## src/rtl/glitcbus_reg_bridge.sv

```systemverilog
// glitcbus_reg_bridge
// Register-access bridge that sits in the clk_i domain directly after the
// GLITC bus slave. It synchronises the slave's held wr/rd request levels,
// sends one single-cycle strobe to register bank A or bank B, and returns
// the read data to the slave with a 4-phase acknowledge. A timeout stops a
// dead bank from hanging the bus.
//
// Ports
//   clk_i, rst_n_i            clock (rising edge), synchronous active-low reset
//   gb_addr_i/gb_dat_i        slave address / write data (held with request)
//   gb_selA_i/gb_selB_i       bank selects
//   gb_wr_i/gb_rd_i           request levels (asynchronous to clk_i)
//   gb_dat_o/gb_ack_o         read data and 4-phase acknowledge to the slave
//   {a,b}_addr_o/_dat_o       bank address / write data, stable ISSUE..IDLE
//   {a,b}_wr_o/_rd_o          one-cycle bank strobes
//   {a,b}_dat_i/_ack_i        bank read data and completion
//   err_o/err_cnt_o           error pulse and saturating error count
module glitcbus_reg_bridge #(
    parameter int         SYNC_STAGES = 2,
    parameter int         TO_BITS     = 8,
    parameter int         TIMEOUT     = 200,
    parameter logic [7:0] ERR_DATA    = 8'hEE
) (
    input  logic        clk_i,
    input  logic        rst_n_i,
    input  logic [13:0] gb_addr_i,
    input  logic [7:0]  gb_dat_i,
    input  logic        gb_selA_i,
    input  logic        gb_selB_i,
    input  logic        gb_wr_i,
    input  logic        gb_rd_i,
    output logic [7:0]  gb_dat_o,
    output logic        gb_ack_o,
    output logic [13:0] a_addr_o,
    output logic [7:0]  a_dat_o,
    output logic        a_wr_o,
    output logic        a_rd_o,
    input  logic [7:0]  a_dat_i,
    input  logic        a_ack_i,
    output logic [13:0] b_addr_o,
    output logic [7:0]  b_dat_o,
    output logic        b_wr_o,
    output logic        b_rd_o,
    input  logic [7:0]  b_dat_i,
    input  logic        b_ack_i,
    output logic        err_o,
    output logic [7:0]  err_cnt_o
);

    typedef enum logic [1:0] {
        ST_IDLE  = 2'd0,
        ST_ISSUE = 2'd1,
        ST_WAIT  = 2'd2,
        ST_HOLD  = 2'd3
    } state_t;

    // The counter clears in ISSUE and the abort fires on the WAIT edge where it
    // would step to TIMEOUT, i.e. TIMEOUT+1 edges after the strobe.
    localparam logic [TO_BITS-1:0] TO_LAST = TO_BITS'(TIMEOUT - 1);
    localparam logic [TO_BITS-1:0] TO_ZERO = {TO_BITS{1'b0}};
    localparam logic [TO_BITS-1:0] TO_ONE  = {{(TO_BITS-1){1'b0}}, 1'b1};

    state_t                  state_r, state_nxt_s;
    logic [SYNC_STAGES-1:0]  wr_sync_r, rd_sync_r;
    logic                    wr_s, rd_s;
    logic [TO_BITS-1:0]      cnt_r, cnt_nxt_s;
    logic                    sel_b_r, sel_b_nxt_s;
    logic                    dir_rd_r, dir_rd_nxt_s;
    logic [7:0]              gb_dat_r, gb_dat_nxt_s;
    logic                    gb_ack_r, gb_ack_nxt_s;
    logic [13:0]             a_addr_r, a_addr_nxt_s, b_addr_r, b_addr_nxt_s;
    logic [7:0]              a_dat_r, a_dat_nxt_s, b_dat_r, b_dat_nxt_s;
    logic                    a_wr_r, a_wr_nxt_s, a_rd_r, a_rd_nxt_s;
    logic                    b_wr_r, b_wr_nxt_s, b_rd_r, b_rd_nxt_s;
    logic                    err_r, err_nxt_s;
    logic [7:0]              err_cnt_r, err_cnt_nxt_s;
    logic                    bank_ack_s;
    logic [7:0]              bank_dat_s;

    assign wr_s = wr_sync_r[SYNC_STAGES-1];
    assign rd_s = rd_sync_r[SYNC_STAGES-1];

    // Only the bank captured at request time may complete the transfer.
    assign bank_ack_s = sel_b_r ? b_ack_i : a_ack_i;
    assign bank_dat_s = sel_b_r ? b_dat_i : a_dat_i;

    // Request-level synchronisers.
    always_ff @(posedge clk_i) begin
        if (!rst_n_i) begin
            wr_sync_r <= {SYNC_STAGES{1'b0}};
            rd_sync_r <= {SYNC_STAGES{1'b0}};
        end else begin
            wr_sync_r <= {wr_sync_r[SYNC_STAGES-2:0], gb_wr_i};
            rd_sync_r <= {rd_sync_r[SYNC_STAGES-2:0], gb_rd_i};
        end
    end

    // Next-state and next-output logic; every output is registered below.
    always_comb begin
        state_nxt_s  = state_r;
        cnt_nxt_s    = cnt_r;
        sel_b_nxt_s  = sel_b_r;
        dir_rd_nxt_s = dir_rd_r;
        gb_dat_nxt_s = gb_dat_r;
        gb_ack_nxt_s = gb_ack_r;
        a_addr_nxt_s = a_addr_r;
        a_dat_nxt_s  = a_dat_r;
        b_addr_nxt_s = b_addr_r;
        b_dat_nxt_s  = b_dat_r;
        a_wr_nxt_s   = 1'b0;
        a_rd_nxt_s   = 1'b0;
        b_wr_nxt_s   = 1'b0;
        b_rd_nxt_s   = 1'b0;
        err_nxt_s    = 1'b0;
        case (state_r)
            ST_IDLE: begin
                if (wr_s | rd_s) begin
                    sel_b_nxt_s  = gb_selB_i;
                    dir_rd_nxt_s = rd_s;
                    if ((wr_s ^ rd_s) && (gb_selA_i ^ gb_selB_i)) begin
                        state_nxt_s = ST_ISSUE;
                        if (gb_selB_i) begin
                            b_addr_nxt_s = gb_addr_i;
                            b_dat_nxt_s  = gb_dat_i;
                            b_wr_nxt_s   = wr_s;
                            b_rd_nxt_s   = rd_s;
                        end else begin
                            a_addr_nxt_s = gb_addr_i;
                            a_dat_nxt_s  = gb_dat_i;
                            a_wr_nxt_s   = wr_s;
                            a_rd_nxt_s   = rd_s;
                        end
                    end else begin
                        // Ambiguous request: answer it with error data, touch no bank.
                        state_nxt_s  = ST_HOLD;
                        gb_ack_nxt_s = 1'b1;
                        gb_dat_nxt_s = ERR_DATA;
                        err_nxt_s    = 1'b1;
                    end
                end else begin
                    state_nxt_s = ST_IDLE;
                end
            end
            ST_ISSUE: begin
                cnt_nxt_s = TO_ZERO;
                if (bank_ack_s) begin
                    state_nxt_s  = ST_HOLD;
                    gb_ack_nxt_s = 1'b1;
                    gb_dat_nxt_s = dir_rd_r ? bank_dat_s : 8'h00;
                end else begin
                    state_nxt_s = ST_WAIT;
                end
            end
            ST_WAIT: begin
                if (bank_ack_s) begin
                    state_nxt_s  = ST_HOLD;
                    gb_ack_nxt_s = 1'b1;
                    gb_dat_nxt_s = dir_rd_r ? bank_dat_s : 8'h00;
                end else if (cnt_r == TO_LAST) begin
                    state_nxt_s  = ST_HOLD;
                    gb_ack_nxt_s = 1'b1;
                    gb_dat_nxt_s = ERR_DATA;
                    err_nxt_s    = 1'b1;
                end else begin
                    cnt_nxt_s = cnt_r + TO_ONE;
                end
            end
            ST_HOLD: begin
                if (!wr_s && !rd_s) begin
                    state_nxt_s  = ST_IDLE;
                    gb_ack_nxt_s = 1'b0;
                    gb_dat_nxt_s = 8'h00;
                    a_addr_nxt_s = 14'h0000;
                    a_dat_nxt_s  = 8'h00;
                    b_addr_nxt_s = 14'h0000;
                    b_dat_nxt_s  = 8'h00;
                end else begin
                    state_nxt_s = ST_HOLD;
                end
            end
            default: begin
                state_nxt_s = ST_IDLE;
            end
        endcase
        err_cnt_nxt_s = (err_nxt_s && (err_cnt_r != 8'hFF)) ? (err_cnt_r + 8'h01) : err_cnt_r;
    end

    // State and output registers.
    always_ff @(posedge clk_i) begin
        if (!rst_n_i) begin
            state_r   <= ST_IDLE;
            cnt_r     <= TO_ZERO;
            sel_b_r   <= 1'b0;
            dir_rd_r  <= 1'b0;
            gb_dat_r  <= 8'h00;
            gb_ack_r  <= 1'b0;
            a_addr_r  <= 14'h0000;
            a_dat_r   <= 8'h00;
            b_addr_r  <= 14'h0000;
            b_dat_r   <= 8'h00;
            a_wr_r    <= 1'b0;
            a_rd_r    <= 1'b0;
            b_wr_r    <= 1'b0;
            b_rd_r    <= 1'b0;
            err_r     <= 1'b0;
            err_cnt_r <= 8'h00;
        end else begin
            state_r   <= state_nxt_s;
            cnt_r     <= cnt_nxt_s;
            sel_b_r   <= sel_b_nxt_s;
            dir_rd_r  <= dir_rd_nxt_s;
            gb_dat_r  <= gb_dat_nxt_s;
            gb_ack_r  <= gb_ack_nxt_s;
            a_addr_r  <= a_addr_nxt_s;
            a_dat_r   <= a_dat_nxt_s;
            b_addr_r  <= b_addr_nxt_s;
            b_dat_r   <= b_dat_nxt_s;
            a_wr_r    <= a_wr_nxt_s;
            a_rd_r    <= a_rd_nxt_s;
            b_wr_r    <= b_wr_nxt_s;
            b_rd_r    <= b_rd_nxt_s;
            err_r     <= err_nxt_s;
            err_cnt_r <= err_cnt_nxt_s;
        end
    end

    assign gb_dat_o  = gb_dat_r;
    assign gb_ack_o  = gb_ack_r;
    assign a_addr_o  = a_addr_r;
    assign a_dat_o   = a_dat_r;
    assign a_wr_o    = a_wr_r;
    assign a_rd_o    = a_rd_r;
    assign b_addr_o  = b_addr_r;
    assign b_dat_o   = b_dat_r;
    assign b_wr_o    = b_wr_r;
    assign b_rd_o    = b_rd_r;
    assign err_o     = err_r;
    assign err_cnt_o = err_cnt_r;

endmodule

```

## config.mk

```make
export PLATFORM = sky130hd
export DESIGN_NAME = glitcbus_reg_bridge
export DESIGN_NICKNAME = d
export VERILOG_FILES = /design/src/rtl/glitcbus_reg_bridge.sv
export SDC_FILE = /design/constraint.sdc
export NUM_CORES = 1
export LEC_CHECK = 0
export CORE_MARGIN = 2
export CORE_UTILIZATION = 62
export CTS_CLUSTER_SIZE = 16
export DETAILED_ROUTE_END_ITERATION = 12
export DONT_BUFFER_PORTS = 1
export GPL_TIMING_DRIVEN = 0
export HOLD_SLACK_MARGIN = 0.08
export PLACE_DENSITY_LB_ADDON = 0.25
export SYNTH_ARGS = -nofsm -noshare
export SYNTH_HDL_FRONTEND = slang
export SYNTH_SLANG_ARGS = --single-unit
```

## constraint.sdc

```tcl
create_clock -name clk_i -period 2.7 [get_ports clk_i]
set_clock_uncertainty 0.1 [all_clocks]
set_input_delay 0.135 -clock clk_i [delete_from_list [all_inputs] [get_ports clk_i]]
set_output_delay 0.135 -clock clk_i [all_outputs]
set_load 0.01 [all_outputs]
```

**After elaboration in Yosys (flattened, before gate mapping)**

Cells that the tools add are included.

- Eq/ne operators: 15
- Muxes and demuxes: 49
- Add/sub/neg operators: 2
- Bitwise operators: 7
- Reductions and logical operators: 15

Operators with widths:

| operator | number |
|---|---|
| 8-bit 2-to-1 mux | 16 |
| 14-bit 2-to-1 mux | 7 |
| 14-bit case mux with 2 select lines | 2 |
| 8-bit case mux with 2 select lines | 3 |
| 8-bit case mux with 4 select lines | 1 |
| 5-bit AND reduction | 4 |
| 2-bit != test, second input constant | 9 |
| 8-bit by 1-bit adder with 8-bit output, second input constant | 2 |
| 1-bit 2-to-1 mux | 12 |
| 2-bit 2-to-1 mux | 5 |
| 8-bit equality test, second input constant | 1 |
| 8-bit != test, second input constant | 1 |
| 2-bit case mux with 4 select lines | 1 |
| 5-bit OR reduction | 1 |
| 2-bit equality test, second input constant | 2 |
| 1-bit NOT | 4 |
| 1-bit case mux with 4 select lines | 1 |
| 2-bit nonzero test | 2 |
| 1-bit logical AND | 3 |
| 3-bit != test, second input constant | 1 |
| 3-bit AND reduction | 1 |
| 2-bit by 1-bit equality test with 1-bit output, second input constant | 1 |
| 1-bit logical NOT | 2 |
| 2-bit logical NOT | 1 |
| other kinds (4) | 5 |

- Bits in registers: 82
- Logic and storage cells: 106
- Output and inout bits: 66

**Logic depth before layout (Yosys ltp)**

- Depth in word-level cells: 6
- Mapped depth: 8
- Gate-level depth less buffers: 7

**Least setup slack after synthesis**

Ideal clock, no wire load.

- Kind: reg-to-reg
- Start point: register cnt_r[0]
- End point: register err_cnt_r[2] (netlist: err_cnt_o[2])
- Clock period less this slack: 2,237 ps
- Path slack: 463 ps
- Cell stages (with the launch flop): 9
- Data required time: 2,451 ps
- Arrival: 1,988 ps
- Library setup time: 149 ps
- Path through: dfxtp_1 > ha_1 > nand2_1 > or4_1 > buf_2 > o31a_1 > clkbuf_8 > o311ai_0 > o41ai_1

- Cells in the longest elaborated chain, start to end: 5

RTL lines:

| what | RTL line | RTL |
|---|---|---|
| start, declared | 66 | `logic [TO_BITS-1:0] cnt_r, cnt_nxt_s;` |
| start signal, assigned | 209 | `cnt_r <= cnt_nxt_s;` |
| 8-bit equality test | 159 | `end else if (cnt_r == TO_LAST) begin` |
| 1-bit 2-to-1 mux | 159 |  |
| 1-bit 2-to-1 mux | 155 | `if (bank_ack_s) begin` |
| 1-bit case mux with 2 select lines | 115 | `case (state_r)` |
| 1-bit logical AND | 185 | `err_cnt_nxt_s = (err_nxt_s && (err_cnt_r != 8'hFF)) ? (err_cnt_r + 8'h01) : err_cnt_r;` |
| end signal, assigned | 223 | `err_cnt_r <= err_cnt_nxt_s;` |
| end, declared | 76 | `logic [7:0] err_cnt_r, err_cnt_nxt_s;` |

No other way between the ends.
A chain may end at the register's enable or synchronous reset.

**Worst setup path after layout**

Same ends and word-level chain as after synthesis.

==> out/results.md <==
• TritonCTS Buffers: 9
• Ys Warns: 0
• cell at the root of the clock tree: clkbuf_8
• Setup TNS Final: 0 ps
• power after layout: 2.62 mW
• mean cell area of the mapped netlist: 8.74 sq um
• pwr/cell area: 623 mW/mm^2
• estimated wirelength of the detail-placed design: 6.04 mm
• Clk pin slew, worst setup/hold paths: 100 ps
• endpoint required time on the critical path: 2780 ps
• critical path launch point type: flip-flop
• register bit total from synthesis: 82
• peak supply drop: 0.436 mV
• slew at the pin with the worst max-slew slack: 1220 ps
• Pins Over Slew Limit: 0
• global-route wire length before repair: 14.5 mm
• clock network latency to the later pin of the worst-skew pair: 340 ps
• max-cap viol count: 0
• number of global-route vias before repair: 3,046
• RePlAce Congestion: 0.841
• detailed router's first-iteration violation count: 182
• overall die height: 80.0 um
• final hold viol count: 0
• post-synth net total: 459
• Area contributors post-synth: dfxtp_1 (46%), a21boi_0 (9.6%), nand3_1 (8.5%)
• Setup CP Type: flip-flop to flip-flop
• clock tree from TritonCTS: done
• Max Fanout on Critical Path: 10
• total routed wirelength: 9.18 mm
• shortest period the worst path allows: 2510 ps
• start point of the critical path: cnt_r[0]$_SDFFE_PN0P_
• Data arrival, critical path: 2590 ps
• # DRC: 0
• # nets final: 503
• area taken by flip-flops and latches: 0.00164 sq mm
• Cells after Synth: 410
• via count: 3,188
• horizontal extent of the die: 80.0 um
• launch point of the worst reg-to-reg path: cnt_r[0]$_SDFFE_PN0P_
• fraction of met3 tracks used by global routing: 9.95%
• core area: 0.00554 sq mm
• synth-to-layout area growth: 17.2%
• Worst Setup End Kind: flip-flop
• fraction of final layout cells sized beyond drive strength 1: 7.21%
• class of the tightest hold or removal check: primary input to flip-flop
• Synth area leader: dfxtp_1
• antenna cell count: 0
• Netlist Area Pre-Place: 0.00358 sq mm
• Die ar.: 0.00640 sq mm
• grt met1 use: 36.1%
• overall fraction of global-route tracks in use: 29.3%
• multi-input logic area: 0.00177 sq mm
• Worst setup endpoint: err_cnt_o[2]$_SDFFE_PN0P_
• RSZ-0062 raised after global routing: false
• headroom to the max-slew limit: 18.1%
• remaining antenna violation count: 0
• run status: completed
• I/O pin count: 112
• leftover overflow at the end of global routing: 0
• Starting Density: 64.7%
• share of synthesized flip-flops with an asynchronous set or reset: 0%
• Via density: 6.02
• count of input and output buffers: 0
• most congested layer reported by global routing: met2
• number of synthesized flops with an enable pin: 0
• post-detailed-route wirelength per cell: 17.3 um
• unique cell type count in the Yosys netlist: 45
• highest clock frequency the design can meet: 399 MHz
• hold-critical path depth: 2
• Setup Viol. Count Final: 0
• period utilization: 92.9%
• buffer depth of the longest clock path: 2
• H-Tree Level Count: 3
• leakage power: 1.49 nW
• reg2reg path depth: 8
• top_reg_cell synth: dfxtp_1
• Reg-to-Reg End: err_cnt_o[2]$_SDFFE_PN0P_
• sequential fraction of the synthesis area: 45.8%
• pin count of the biggest net entering global routing: 15
• first-pass iteration count of the detailed router: 4
• fraction of met2 tracks used by global routing: 47.7%
• clock sink total: 82
• Register-to-Register Setup Slack: 190 ps
• initial antenna violation count: 0
• filler instances: 411
• post-synth top area share: 45.8%
• cell row count: 27
registers in the layout, indices dropped and copies added (netlist names), 2 cells and up:
register and cells:
a_addr_o 14, b_addr_o 14, a_dat_o 8, b_dat_o 8
cnt_r 8, err_cnt_o 8, gb_dat_o 8, rd_sync_r 2
state_r 2, wr_sync_r 2
timing repair:
| item | 4_1_cts | 5_1_grt |
|---|---|---|
| buffers inserted | 0 | 0 |
| hold buffers | 33 | 0 |
| endpoints found under the hold margin | 56 | 0 |
| resized for setup | 0 | 2 |
| endpoints found under the setup margin | 0 | 1 |
worst max-delay path, stage by stage, from the launching register on:
cell and delay, ps:
dfxtp_1 380, ha_1 180, nand2_1 70, or4_1 460
buf_2 170, o31a_1 330, clkbuf_8 190, o311ai_1 320
o41ai_1 150
metal layers:
layer  wire length [um]  part of all wire (%)  vias to the layer above
met3                765                   8.3                       25
met4                225                   2.5                        0
met1               3750                    41                     1500
met5                  0                     0                        -
met2               4440                    48                      151
li1                   -                     -                     1512
cell usage in the layout (no fill, tap or decap), drive strengths merged, types with 2 or more instances in the layout:
cell and count:
or4 4, o31ai 2, inv 8, nand2b 3, nand3 61, nand4 4, ha 3, buf 2
a31oi 2, nor4 2, o21ai 5, a21oi 3, nand2 79, dlygate4sd3 33, xor2 7, dfxtp 82
nor3 2, clkbuf 34, and2 4, and3 5, o41ai 2, a21o 2, nor2 15, a21boi 48
mux2i 17, mux2 7, nor2b 5, clkinv 2
cell families (layout without fill, tap and decap cells):
group / after synthesis / in the layout / synth area share, %
buffers and inverters: 34 / 82 / 4.99
flip-flops: 82 / 82 / 45.8
AO/OA/AOI/OAI: 71 / 71 / 14.7
XOR/XNOR: 7 / 7 / 1.71
multiplexers: 24 / 24 / 6.95
adder cells (fa/ha/maj): 3 / 3 / 1.05
AND/OR/NAND/NOR: 189 / 189 / 24.8
cells in the mapped netlist (4+ instances only):
master / count
mux2i_1: 17
xor2_1: 7
and3_1: 4
inv_1: 6
nand4_1: 4
mux2_2: 7
nor2b_1: 5
nand2_1: 79
clkbuf_1: 22
a21boi_0: 46
dfxtp_1: 82
nor2_1: 15
o21ai_0: 5
or4_1: 4
nand3_1: 61
and2_1: 4
per-stage QoR:
stage	instance area, sq um	util [%]	setup slack, ps	hold slack (ps)	std cells
after floorplan	3580	-	463	162	410
after CTS	4190	75.7	151	83.1	530
final	4200	75.8	192	89.8	530
after global routing	4200	75.8	57.7	81.8	530
after detailed placement	3670	66.3	174	168	482
after global placement	3670	66.3	304	165	482
how the worst min path moves through the flow:
stage	from	endpoint	slack, ps
global placement	gb_rd_i	rd_sync_r[0]$_SDFF_PN0_	160
detailed placement	gb_wr_i	wr_sync_r[0]$_SDFF_PN0_	170
finish	rst_n_i	a_addr_o[12]$_SDFFE_PN0P_	90
global route	rst_n_i	a_addr_o[12]$_SDFFE_PN0P_	80
CTS	rst_n_i	a_addr_o[12]$_SDFFE_PN0P_	80
floorplan	gb_rd_i	rd_sync_r[0]$_SDFF_PN0_	160
report_power, final:
part	switching (mW)	total [mW]	internal, mW	leakage [nW]
sequential	0.0772	1.35	1.28	0.665
combinational	0.214	0.380	0.166	0.726
clock	0.459	0.885	0.426	0.0959
area by class of cell:
type | count | share of cell area (%)
inverter | 6 | 0.537
buffer | 28 | 3.73
clock buffer | 9 | 2.95
tap | 72 | 2.15
sequential | 82 | 39.1
timing repair buffer | 33 | 7.87
clock inverter | 6 | 1.55
multi-input combinational | 294 | 42.1
Power figures use the tool's default switching activity.
